## src/rtl/ring_counter_param.sv

```systemverilog
// rtl/ring_counter_param.sv - WIDTH-bit one-hot ring / Johnson shift counter with wrap and illegal-state flags
// Optional RING_SELF_CORRECT_EN: an enabled shift from an illegal state reloads the seed instead.
module ring_counter_param #(
    parameter int WIDTH = 8
) (
    input  logic             clk,
    input  logic             init,
    input  logic             en,
    input  logic             mode,
    input  logic             dir,
    input  logic             load,
    input  logic [WIDTH-1:0] load_val,
    output logic [WIDTH-1:0] count,
    output logic             wrap,
    output logic             illegal
);

    logic [WIDTH-1:0] count_q, count_d;
    logic             mode_q, mode_d;
    logic             wrap_q, wrap_d;

    logic [WIDTH-1:0] count_inv;
    logic [WIDTH-1:0] shift_val;
    logic             ring_legal;
    logic             johnson_legal;
    logic             illegal_c;

    // Ring restarts from bit 0; Johnson restarts from all zeros.
    function automatic logic [WIDTH-1:0] seed_of(input logic m);
        return m ? '0 : WIDTH'(1);
    endfunction

    always_comb begin
        count_inv     = ~count_q;
        ring_legal    = (count_q != '0) &&
                        ((count_q & (count_q - WIDTH'(1))) == '0);
        // 0..01..1 has no set bit above a clear one; 1..10..0 is its complement.
        johnson_legal = ((count_q & (count_q + WIDTH'(1))) == '0) ||
                        ((count_inv & (count_inv + WIDTH'(1))) == '0);
        illegal_c     = mode_q ? !johnson_legal : !ring_legal;
    end

    always_comb begin
        shift_val = count_q;
        if (!dir) begin
            shift_val = {count_q[WIDTH-2:0], count_q[WIDTH-1] ^ mode_q};
        end else begin
            shift_val = {count_q[0] ^ mode_q, count_q[WIDTH-1:1]};
        end
    end

    always_comb begin
        count_d = count_q;
        mode_d  = mode_q;
        wrap_d  = 1'b0;
        if (init) begin
            count_d = seed_of(mode);
            mode_d  = mode;
        end else if (load) begin
            count_d = load_val;
            mode_d  = mode;
        end else if (mode != mode_q) begin
            count_d = seed_of(mode);
            mode_d  = mode;
        end else if (en) begin
`ifdef RING_SELF_CORRECT_EN
            if (illegal_c) begin
                count_d = seed_of(mode_q);
            end else begin
                count_d = shift_val;
                wrap_d  = (shift_val == seed_of(mode_q));
            end
`else
            count_d = shift_val;
            wrap_d  = (shift_val == seed_of(mode_q));
`endif
        end
    end

    always_ff @(posedge clk) begin
        if (init) begin
            count_q <= seed_of(mode);
            mode_q  <= mode;
            wrap_q  <= 1'b0;
        end else begin
            count_q <= count_d;
            mode_q  <= mode_d;
            wrap_q  <= wrap_d;
        end
    end

    assign count   = count_q;
    assign wrap    = wrap_q;
    assign illegal = illegal_c;

endmodule

```

## config.mk

```make
export PLATFORM = sky130hd
export DESIGN_NAME = ring_counter_param
export DESIGN_NICKNAME = d
export VERILOG_FILES = /design/src/rtl/ring_counter_param.sv
export SDC_FILE = /design/constraint.sdc
export NUM_CORES = 1
export LEC_CHECK = 0
export ABC_AREA = 1
export CAP_MARGIN = 20
export CORE_MARGIN = 10
export CORE_UTILIZATION = 51
export DETAILED_ROUTE_END_ITERATION = 12
export GPL_ROUTABILITY_DRIVEN = 0
export PLACE_DENSITY = 0.84
export SETUP_SLACK_MARGIN = 0.15
export SYNTH_ARGS = -nofsm -noshare
export SYNTH_HDL_FRONTEND = slang
export SYNTH_SLANG_ARGS = --single-unit
export TNS_END_PERCENT = 5
```

## constraint.sdc

```tcl
create_clock -name clk -period 2.1 [get_ports clk]
set_clock_uncertainty 0.15 [all_clocks]
set_input_delay 0.315 -clock clk [delete_from_list [all_inputs] [get_ports clk]]
set_output_delay 0.315 -clock clk [all_outputs]
set_load 0.02 [all_outputs]
```

# == Yosys cells after proc, flatten, opt, wreduce, memory -nomap -nowiden ==
# Index checks and enable logic that the tools add are counted.
# word_totals
register_bits,10
inputBits,14
output_inout_bits,10
# classes
addsub,3
n_mux,11
bitwise_logic,7
reduce_logical,11
eq_ne,2
# op_table
cell,count
$mux 8,5
$and 8x8->8,3
$logic_not 8->1,3
$add 8x1->8 const B,2
$eq 8x1->1,1
$not 8->8,1
$reduce_bool 8->1,1
$sub 8x1->8 const B,1
$mux 1,6
$reduce_bool 4->1,1
$reduce_or 4->1,1
$reduce_bool 3->1,1
$logic_not 1->1,2
$xor 1x1->1,2
$logic_and 1x1->1,1
$logic_or 1x1->1,1
$ne 1x1->1,1
$not 1->1,1

# == Longest topological paths before layout ==
# Gate-level depths: netlist of run 1.
# depth
ltp_word,7
depth_mapped,9
depth_no_buf,8

# == Worst setup path before layout of run 1 ==
# OpenSTA, ideal clock, no wires.
# synth_timing
path_kind,reg2out
startpoint,"register count_q[5], in the netlist count[5]"
endpoint,output port illegal
arrival_ns,1.278
required_ns,1.635
path_stages_with_launch,10
slack_ns,0.357
path_cell_list,edfxtp_1 > buf_2 > nor2_1 > nand3_2 > nand2_1 > inv_1 > nor2_1 > nand2_1 > nand2_1 > nand2_1
# synth_between
elab_chain_cells,7
elab_cells_between_ends,16
classes_between,3 x add/sub; 1 x mux; 4 x bitwise; 8 x reduce/logical
# synth_rtl
element,line_no,rtl
from (decl),18,"logic [WIDTH-1:0] count_q, count_d;"
from (signal assigned),82,count_q <= seed_of(mode);
from (signal assigned),86,count_q <= count_d;
$not 8->8,34,count_inv = ~count_q;
$add 8x1->8,39,((count_inv & (count_inv + WIDTH'(1))) == '0);
$and 8x8->8,39,
$logic_not 8->1,39,
$logic_or 1x1->1,38,johnson_legal = ((count_q & (count_q + WIDTH'(1))) == '0) ||
$logic_not 1->1,40,illegal_c = mode_q ? !johnson_legal : !ring_legal;
$mux 1 (*),40,
to (decl),15,output logic illegal
# Mark *: on every way between the ends. The rest lies on a longest branch, timed or not.

# == Worst setup path after layout of run 1 ==
# layout_timing
startpoint,"register count_q[1], in the netlist count[1]"
endpoint,output port illegal
# Same word-level chain as after synthesis.

==> results.md, run 1 <==
* Worst R2R Setup Slack at 480 ps
* Mapped Area at 877 um2
* CP bufs+invs at 2
* Leak at 0.631 nW
* Post-Syn Nets at 143
* Routed wire per std cell at 13.4 um
* DP Wirelength at 1900 um
* Drt total wl at 2410 um
* Max Fclk at 0.480 GHz
* Outcome: finished, final reports clean
* Most frequent CP cell: nand2_1
* Worst setup SP type: register
* Post-synth top area share at 30.8%
* Final instance area at 0.00123 mm2
* Period utilization at 99.2%
* Hold depth at 4
* First-pass GRT wire length at 3840 um
* FF-to-FF End: count[6]$_SDFFCE_PP0P_
* Final setup viols at 0
* Final hold violation count at 0
* Critical-path top delay cell: edfxtp_1
* R2R depth at 3
* CTS root buffer: clkbuf_4
* Clock Latency Late Sink at 270 ps
* Starting density of the core at 56.3%
* Max-cap violations at 0
* Die area at 0.00378 mm2
* Iteration-0 DRC count of the detailed router at 17
* Critical path capture point type: primary output
* Area Overhead vs Synth at 39.9%
* Core Footprint at 0.00156 mm2
* Initial antenna violation count at 0
* VDD IR max at 0.485 mV
* Fin Setup TNS at 0 ps
* HP Class: reg2reg
* CP Max Fanout at 6
* Slew Limit Fails at 0
* Finished Core Util at 78.7%
* Largest delay share family, worst path: flip-flops
* Pwr Density at 566 mW/mm2
* DR vias at 945
* Mapped Cells at 129
* Pwr Total at 0.695 mW
* Hold EP: wrap$_SDFF_PP0_
* Die W at 61.5 um
* Final worst path period need at 2080 ps
* Post-place setup slack at -99.0 ps
* Clock sink total at 10
* Number of synthesized register bits at 10
* PortBufs at 23
* Synth warnings at 0
* Cell taking the most area after synthesis: edfxtp_1
* Setup Crit Path Kind: reg2out
* Mean post-synth cell area at 6.80 um2
* Maximum clock insertion buffer count at 2
* Cts hold-fix bufs at 0
* H-tree levels at 1
* Top-count cell post-synth: nand2_1
* DRC at 0
* Slew margin rel. at 70.9%
* Top cells by count, synth: nand2_1, nand3_1, nor2_1
* Placed insts at 174
* Clock slew at reported path FFs at 60 ps
* EDFF count, synth at 9
* Top FF cell, synth: edfxtp_1
* Slew @ Worst Pin at 435 ps
* ANT cells at 0
* Critical-path cell list: buf_6 -> nand2_2 -> nand2_1 -> o21bai_1 -> nor2_1 -> nand2_1 -> nand2_1 -> nand2_1 -> buf_6
* # fillers at 122
* Hold_sp: mode_q$_DFFE_PP_
* Top Ports at 24
* CTS tree: yes
* Tot GR Track Use at 13.7%
* Fin cells at 180
* Post-synth ARST share at 0%
* WHS at 520 ps
* Critical Path RT at 1630 ps
* Final worst slack at 16.5 ps
* Sequential element share of the synthesized area at 33.1%
* First drt pass iteration count at 4
* Via density at 5.25
* Unrepaired setup endpoints after global routing: yes
* Total CTS buffers at 3
* GR Overflow Total at 0
* Num rows at 14
* Post-synth cell types at 24
* Final nets at 179
* Antenna viol nets, final at 0
* CP peak stage delay at 500 ps
* Die boundary height at 61.5 um
* Layout cells sized above 1 at 16.5%
* Leading post-synthesis cells by cell area: edfxtp_1, nand2_1, nand3_1
* Crit path DAT at 1620 ps
* R2r startpoint: mode_q$_DFFE_PP_
* Vias in the first global route at 910
* Largest net degree at the start of global routing at 11
* Placement Cell Area at 0.00116 mm2
-- tightest hold or removal path: cells and delay by family (launching register included) --
| kind | cells | cell delay (ps) |
|---|---|---|
| flops | 1 | 340 |
| buf+inv | 1 | 90 |
| simple gates | 3 | 200 |
-- placed cells by master (no fill, tap or decap), drive strengths merged --
cell type,count
nand2,45
clkdlybuf4s50,17
nand3,16
nor2,16
o21ai,15
buf,13
inv,11
edfxtp,9
dlymetal6s2s,5
clkbuf,4
a21oi,3
xnor2,3
o211ai,1
o21a,1
clkinv,1
o22ai,1
xor2,1
o21bai,1
dfxtp,1
-- routing by layer --
layer,share of wire (%),vias to the layer above,global-route usage (%)
met3,4.1,7,2.88
met5,0,-,0
met2,55,28,26.3
met1,38,415,13.4
li1,-,495,-
met4,2.6,0,7.01
-- worst max-delay path by stage --
stage	start	to	slack [ps]	cells past startpoint
5_1_grt	count[1]$_SDFFCE_PP0P_	illegal	-80	9
6_report	count[1]$_SDFFCE_PP0P_	illegal	20	9
3_3_place_gp	count[1]$_SDFFCE_PP0P_	illegal	-20	8
2_1_floorplan	count[5]$_SDFFCE_PP0P_	illegal	360	9
4_1_cts	count[2]$_SDFFCE_PP0P_	illegal	40	9
3_5_place_dp	count[1]$_SDFFCE_PP0P_	illegal	-100	8
-- flip-flops by register name (all words and copies together) (netlist names) --
name,flops
count,8
mode_q,1
wrap,1
-- repair_timing --
action | 4_1_cts | 5_1_grt
setup endpoints to repair | 2 | 6
resized for setup | 7 | 7
hold endpoints to repair | 0 | 0
pin swaps | 3 | 1
buffers inserted | 2 | 0
-- cell type report --
class | count | area [um2] | share of cell area (%)
Timing Repair Buffer | 35 | 338 | 27.5
Sequential cell | 10 | 290 | 23.6
Clock buffer | 4 | 26.3 | 2.14
Tap cell | 16 | 20.0 | 1.63
Inverter | 12 | 47.5 | 3.87
Multi-Input combinational cell | 103 | 505 | 41.2
-- report_power, final --
group	internal (mW)	switching, mW	leakage (nW)
registers	0.237	0.0277	0.110
logic	0.138	0.153	0.506
clock network	0.0735	0.0658	0.0150
total	0.448	0.247	0.631
-- logic make-up after synthesis --
logic type	Yosys count	share of synthesized area (%)
simple gates	77	38.7
flops	10	33.1
xor+xnor	4	4.85
compound gates	22	13.6
buf+inv	16	9.84
No activity file was read; power rests on OpenSTA's default activity.
==> inputs of run 2 (changes only) <==
--- a/config.mk
+++ b/config.mk
@@ -8,9 +8,11 @@
 export ABC_AREA = 1
 export CAP_MARGIN = 20
-export CORE_MARGIN = 10
-export CORE_UTILIZATION = 51
+export CELL_PAD_IN_SITES_DETAIL_PLACEMENT = 0
+export CELL_PAD_IN_SITES_GLOBAL_PLACEMENT = 1
+export CORE_MARGIN = 2
+export CORE_UTILIZATION = 35
 export DETAILED_ROUTE_END_ITERATION = 12
 export GPL_ROUTABILITY_DRIVEN = 0
-export PLACE_DENSITY = 0.84
+export PLACE_DENSITY_LB_ADDON = 0.1
 export SETUP_SLACK_MARGIN = 0.15
 export SYNTH_ARGS = -nofsm -noshare
==> constraint.sdc (replaced) <==
create_clock -name clk -period 2.1 [get_ports clk]
set_clock_uncertainty 0.15 [all_clocks]
set_input_delay 0.42 -clock clk [delete_from_list [all_inputs] [get_ports clk]]
set_output_delay 0.42 -clock clk [all_outputs]
set_load 0.02 [all_outputs]
==> run 2 against run 1 <==
The run now ends with setup timing left. Sequential share of layout area shrank 0.47 points. Final area rose by 2.0%. Clock power is essentially flat. Non-clock buffer count up 5. Power is 0.69% lower. Count of clock-buffer cells in the layout unchanged. Final cell count up 11%. Routed wire length decreased by 11%. Worst setup slack lost 48 ps. First-iteration DRC count down 76%. Worst hold slack gained 11 ps. Global-route usage is 3.6 points higher. Critical path type unchanged. Critical endpoint unchanged. Largest cell class unchanged. Largest power group unchanged. Highest routed layer unchanged.
==> results.md, run 2 (synthesis gave the netlist of run 1 again) <==
* Pwr Total at 0.690 mW
* Iteration-0 DRC count of the detailed router at 4
* Clock sink total at 10
* ANT cells at 0
* Tot GR Track Use at 17.3%
* Total CTS buffers at 3
* DRC at 0
* Clk network pwr share at 20.4%
* Hold_sp: mode_q$_DFFE_PP_
* Reg area at 290 um2
* Final worst path period need at 2130 ps
* Final nets at 184
* Drt total wl at 2150 um
* R2r startpoint: count[5]$_SDFFCE_PP0P_
* CP peak stage delay at 520 ps
* NetSw at 0.241 mW
* Final hold violation count at 0
* Switching share of total power at 34.9%
* PortBufs at 23
* Routed wire per std cell at 10.8 um
* Die boundary height at 54.1 um
* Area Overhead vs Synth at 42.8%
* CP Max Fanout at 5
* Hold depth at 4
* Die area at 0.00292 mm2
* CTS tree: yes
* Top Ports at 24
* Commonest non-fill, non-tap cells in the layout: nand2_1, buf_4, clkdlybuf4s50_1
* Post-place setup slack at -159 ps
* Layout cells sized above 1 at 18.3%
* Register share of total power at 38.5%
* FF-to-FF End: wrap$_SDFF_PP0_
* Num rows at 18
* Clock Latency Late Sink at 260 ps
* Final setup viols at 1
* Crit path from: count[3]$_SDFFCE_PP0P_
* Max-cap violations at 0
* Worst R2R Setup Slack at 590 ps
* Hold EP: wrap$_SDFF_PP0_
* Vias in the first global route at 904
* Pwr Density at 551 mW/mm2
* Antenna viol nets, final at 0
* Multi-input gate area at 500 um2
* Crit path DAT at 1560 ps
* Period utilization at 101%
* Most common cell after layout, fill and taps aside: nand2_1
* Critical Path RT at 1530 ps
* # fillers at 262
* Slew margin rel. at 75.8%
* Most frequent CP cell: nand2_1
* Placement Cell Area at 0.00122 mm2
* Slew @ Worst Pin at 361 ps
* Internal power component at 0.449 mW
* DR vias at 923
* GR Overflow Total at 0
* Slew Limit Fails at 0
* Finished Core Util at 51.5%
* Max Fclk at 0.469 GHz
* Worst setup SP type: register
* Critical path capture point type: primary output
* Die W at 54.1 um
* Core Footprint at 0.00243 mm2
* VDD IR max at 0.373 mV
* First drt pass iteration count at 4
* Via density at 4.64
* Critical-path cell list: nor2_4 -> nand3_2 -> nand2_1 -> inv_1 -> nor2_1 -> nand2_1 -> nand2_1 -> nand2_1 -> buf_6
* DP Wirelength at 1750 um
* Final worst slack at -31.4 ps
* Maximum clock insertion buffer count at 2
* Clock slew at reported path FFs at 70 ps
* Starting density of the core at 36.1%
* Failing checks: setup timing
* Unrepaired setup endpoints after global routing: yes
* Largest register FFs at 8
* Fin Setup TNS at -31.4 ps
* CTS root buffer: clkbuf_4
* H-tree levels at 1
* Setup Crit Path Kind: reg2out
* Cts hold-fix bufs at 0
* CP bufs+invs at 2
* Largest net degree at the start of global routing at 11
* Outcome: complete, but fails checks
* HP Class: reg2reg
* Critical-path top delay cell: edfxtp_1
* Power share of the combinational group at 41.2%
* Leak at 0.595 nW
* R2R depth at 6
* Initial antenna violation count at 0
* Final instance area at 0.00125 mm2
* First-pass GRT wire length at 3640 um
* Largest delay share family, worst path: simple AND/OR/NAND/NOR gates
-- run 2: routing by layer --
| metal | track usage (%) | up-vias | wire length, um |
|---|---|---|---|
| li1 | - | 503 | - |
| met1 | 20.3 | 408 | 995 |
| met2 | 32.1 | 10 | 1090 |
| met3 | 1.67 | 2 | 43 |
| met4 | 6.25 | 0 | 14 |
| met5 | 0 | - | 0 |
-- run 2: timing repair --
item	in CTS	in global routing
setup buffers	2	0
pin swaps	1	4
resized for setup	10	3
gates cloned	0	0
endpoints found under the setup margin	7	2
-- run 2: metrics by stage --
stage | instances | hold WS, ps
2_1_floorplan | 129 | 369
3_3_place_gp | 193 | 508
3_5_place_dp | 193 | 523
4_1_cts | 199 | 541
5_1_grt | 199 | 613
6_report | 199 | 532
-- run 2: cell type report --
| type | count | share of cell area [%] |
|---|---|---|
| multi-input combinational | 103 | 40.0 |
| sequential | 10 | 23.2 |
| timing repair buffer | 40 | 28.0 |
| clock buffer | 4 | 2.10 |
| tap | 30 | 3.00 |
| inverter | 12 | 3.80 |
-- run 2: how the worst max path moves through the flow --
stage	end	slack, ps	cells after the start
finish	illegal	-30	9
global route	illegal	-200	9
CTS	illegal	-50	9
detailed placement	illegal	-160	8
global placement	illegal	-150	8
floorplan	illegal	250	9
-- run 2: power groups by stage --
stage	logic, mW	registers (mW)	clock network (mW)
after floorplan	0.150	0.284	0
after global placement	0.287	0.271	0
after detailed placement	0.287	0.272	0
after CTS	0.282	0.266	0.147
after global routing	0.318	0.270	0.157
final	0.284	0.265	0.141
-- run 2: worst register-to-register path, cell delays in order, from the launching register on --
cell	delay, ps
edfxtp_1	500
buf_4	190
o21ai_0	230
nand3_1	110
a21oi_1	130
nand2_1	60
nor2_1	80
==> inputs of run 3 (changes only) <==
Settings changed: CORE_ASPECT_RATIO set to 1.2.
==> run 3 against run 2 <==
The flow still finishes with violations (setup timing). Sequential power hardly changed. Utilization is 4.0 points higher. Power is 1.9% higher. Register-to-register slack worse by 190 ps. Final area is 3.3% higher. Routed wire length is 11% higher. Count of clock-buffer cells in the layout is 1 lower. First-iteration DRC count grew to 9.8 times the previous value. Worst setup slack worse by 9.4 ps. Clock power is 4% lower. Critical path depth stayed put.
==> results.md, run 3 (synthesis gave the netlist of run 1 again) <==
* Met3 routed WL at 56 um
* Maximum clock insertion buffer count at 2
* Initial antenna violation count at 0
* Total CTS buffers at 3
* Fin cells at 204
* Area Overhead vs Synth at 47.5%
* DR vias at 970
* Outcome: complete, but fails checks
* Period utilization at 102%
* Placement Cell Area at 0.00123 mm2
* Top Ports at 24
* Cts hold-fix bufs at 0
* Slew Limit Fails at 0
* Top Layer Used: met4
* Final worst slack at -40.8 ps
* NetSw at 0.248 mW
* Final instance area at 0.00129 mm2
* Pwr Density at 544 mW/mm2
* Core Footprint at 0.00233 mm2
* Iteration-0 DRC count of the detailed router at 39
* Final setup viols at 1
* Max-cap violations at 0
* Clock Latency Late Sink at 260 ps
* # fillers at 262
* Unrepaired setup endpoints after global routing: yes
* Final nets at 188
* Vias in the first global route at 1,025
* Max Fclk at 0.467 GHz
* Die boundary height at 58.8 um
* Tot GR Track Use at 19.5%
* Register share of total power at 37.2%
* DRC at 0
* Num rows at 19
* Placed insts at 195
* Failing checks: setup timing
* Die W at 49.7 um
* GR Overflow Total at 0
* ANT cells at 0
* Most common cell after layout, fill and taps aside: nand2_1
* H-tree levels at 1
* First drt pass iteration count at 4
* DP Wirelength at 1890 um
* HP Class: reg2reg
* Leak at 0.622 nW
* Layout cells sized above 1 at 22.0%
* Starting density of the core at 37.6%
* First-pass GRT wire length at 4370 um
* Final hold violation count at 0
* Via density at 4.75
* Clock sink total at 10
* Commonest non-fill, non-tap cells in the layout: nand2_1, buf_4, nand3_1, clkdlybuf4s50_1
* Largest net degree at the start of global routing at 11
* Power share of the combinational group at 43.7%
* Drt total wl at 2390 um
* Critical Path RT at 1530 ps
* Crit path DAT at 1570 ps
* VDD IR max at 0.327 mV
* Clk network pwr share at 19.1%
* Antenna viol nets, final at 0
* Final worst path period need at 2140 ps
* Switching share of total power at 35.2%
* CTS root buffer: clkbuf_4
* Setup Crit Path Kind: reg2out
* Die area at 0.00292 mm2
* CTS tree: yes
* Worst setup SP type: register
* Routed wire per std cell at 11.7 um
* Slew @ Worst Pin at 379 ps
* Critical path capture point type: primary output
* Met2 wire length at 1300 um
* Clock slew at reported path FFs at 70 ps
* Largest register FFs at 8
* PortBufs at 23
* Slew margin rel. at 74.7%
* Routed metal-1 wire length at 1010 um
* CP Max Fanout at 5
* Internal power component at 0.456 mW
run 3: changes by cell type in the layout (fill, tap and decap cells not counted), sizes merged:
cell,previous run,this run
clkbuf,4,3
clkdlybuf4s15,0,1
dlymetal6s2s,0,1
dlygate4sd2,5,3
buf,19,24
clkinv,1,2
clkdlybuf4s50,16,15
run 3: cell type report:
class | count | area (um2) | area share [%]
Multi-Input combinational cell | 103 | 503 | 38.9
Timing Repair Buffer | 44 | 388 | 30.0
Sequential cell | 10 | 290 | 22.4
Inverter | 12 | 47.5 | 3.68
Tap cell | 31 | 38.8 | 3.00
Clock buffer | 3 | 22.5 | 1.74
Clock inverter | 1 | 3.75 | 0.290
run 3: critical path, cell delays in order (launching register included):
cell and delay [ps]:
edfxtp_1 490, buf_6 170, nand2_2 50, nand2_1 40, o21bai_1 150, nor2_1 110
nand2_1 50, nand2_1 50, nand2_1 60, buf_6 130
run 3: worst paths after layout:
check / slack [ps] / startpoint / cells after the start / endpoint
setup / recovery: -40 / count[1]$_SDFFCE_PP0P_ / 9 / illegal
hold / removal: 540 / mode_q$_DFFE_PP_ / 4 / wrap$_SDFF_PP0_
hold reg to reg: 540 / mode_q$_DFFE_PP_ / 4 / wrap$_SDFF_PP0_
setup reg to reg: 400 / count[3]$_SDFFCE_PP0P_ / 10 / wrap$_SDFF_PP0_
run 3: what timing repair did:
item                                    in CTS  in global routing
endpoints found under the setup margin       7                  4
gates resized for setup                     14                  4
setup buffers                                5                  0
pin swaps                                    1                  3
run 3: power by group through the flow:
stage               Sequential, mW  Clock, mW  Combinational, mW
finish                       0.262      0.135              0.307
global route                 0.265      0.153              0.346
CTS                          0.262      0.136              0.303
detailed placement           0.270          0              0.293
global placement             0.269          0              0.291
floorplan                    0.284          0              0.150
run 3: per-stage QoR:
stage	utilization (%)	hold WS (ps)	setup slack, ps	power, mW	setup TNS, ps
floorplan	-	369	252	0.435	0
global placement	52.7	514	-164	0.560	-164
detailed placement	52.7	526	-186	0.563	-186
CTS	55.2	545	-30.8	0.701	-30.8
global route	55.5	631	-219	0.764	-219
finish	55.5	542	-40.8	0.704	-40.8
run 3: routing by layer:
layer  global-route usage (%)  vias to the layer above
met5                        0                        -
met4                     7.14                        0
met3                     1.52                        4
met2                     37.7                       17
met1                     22.3                      438
li1                         -                      511
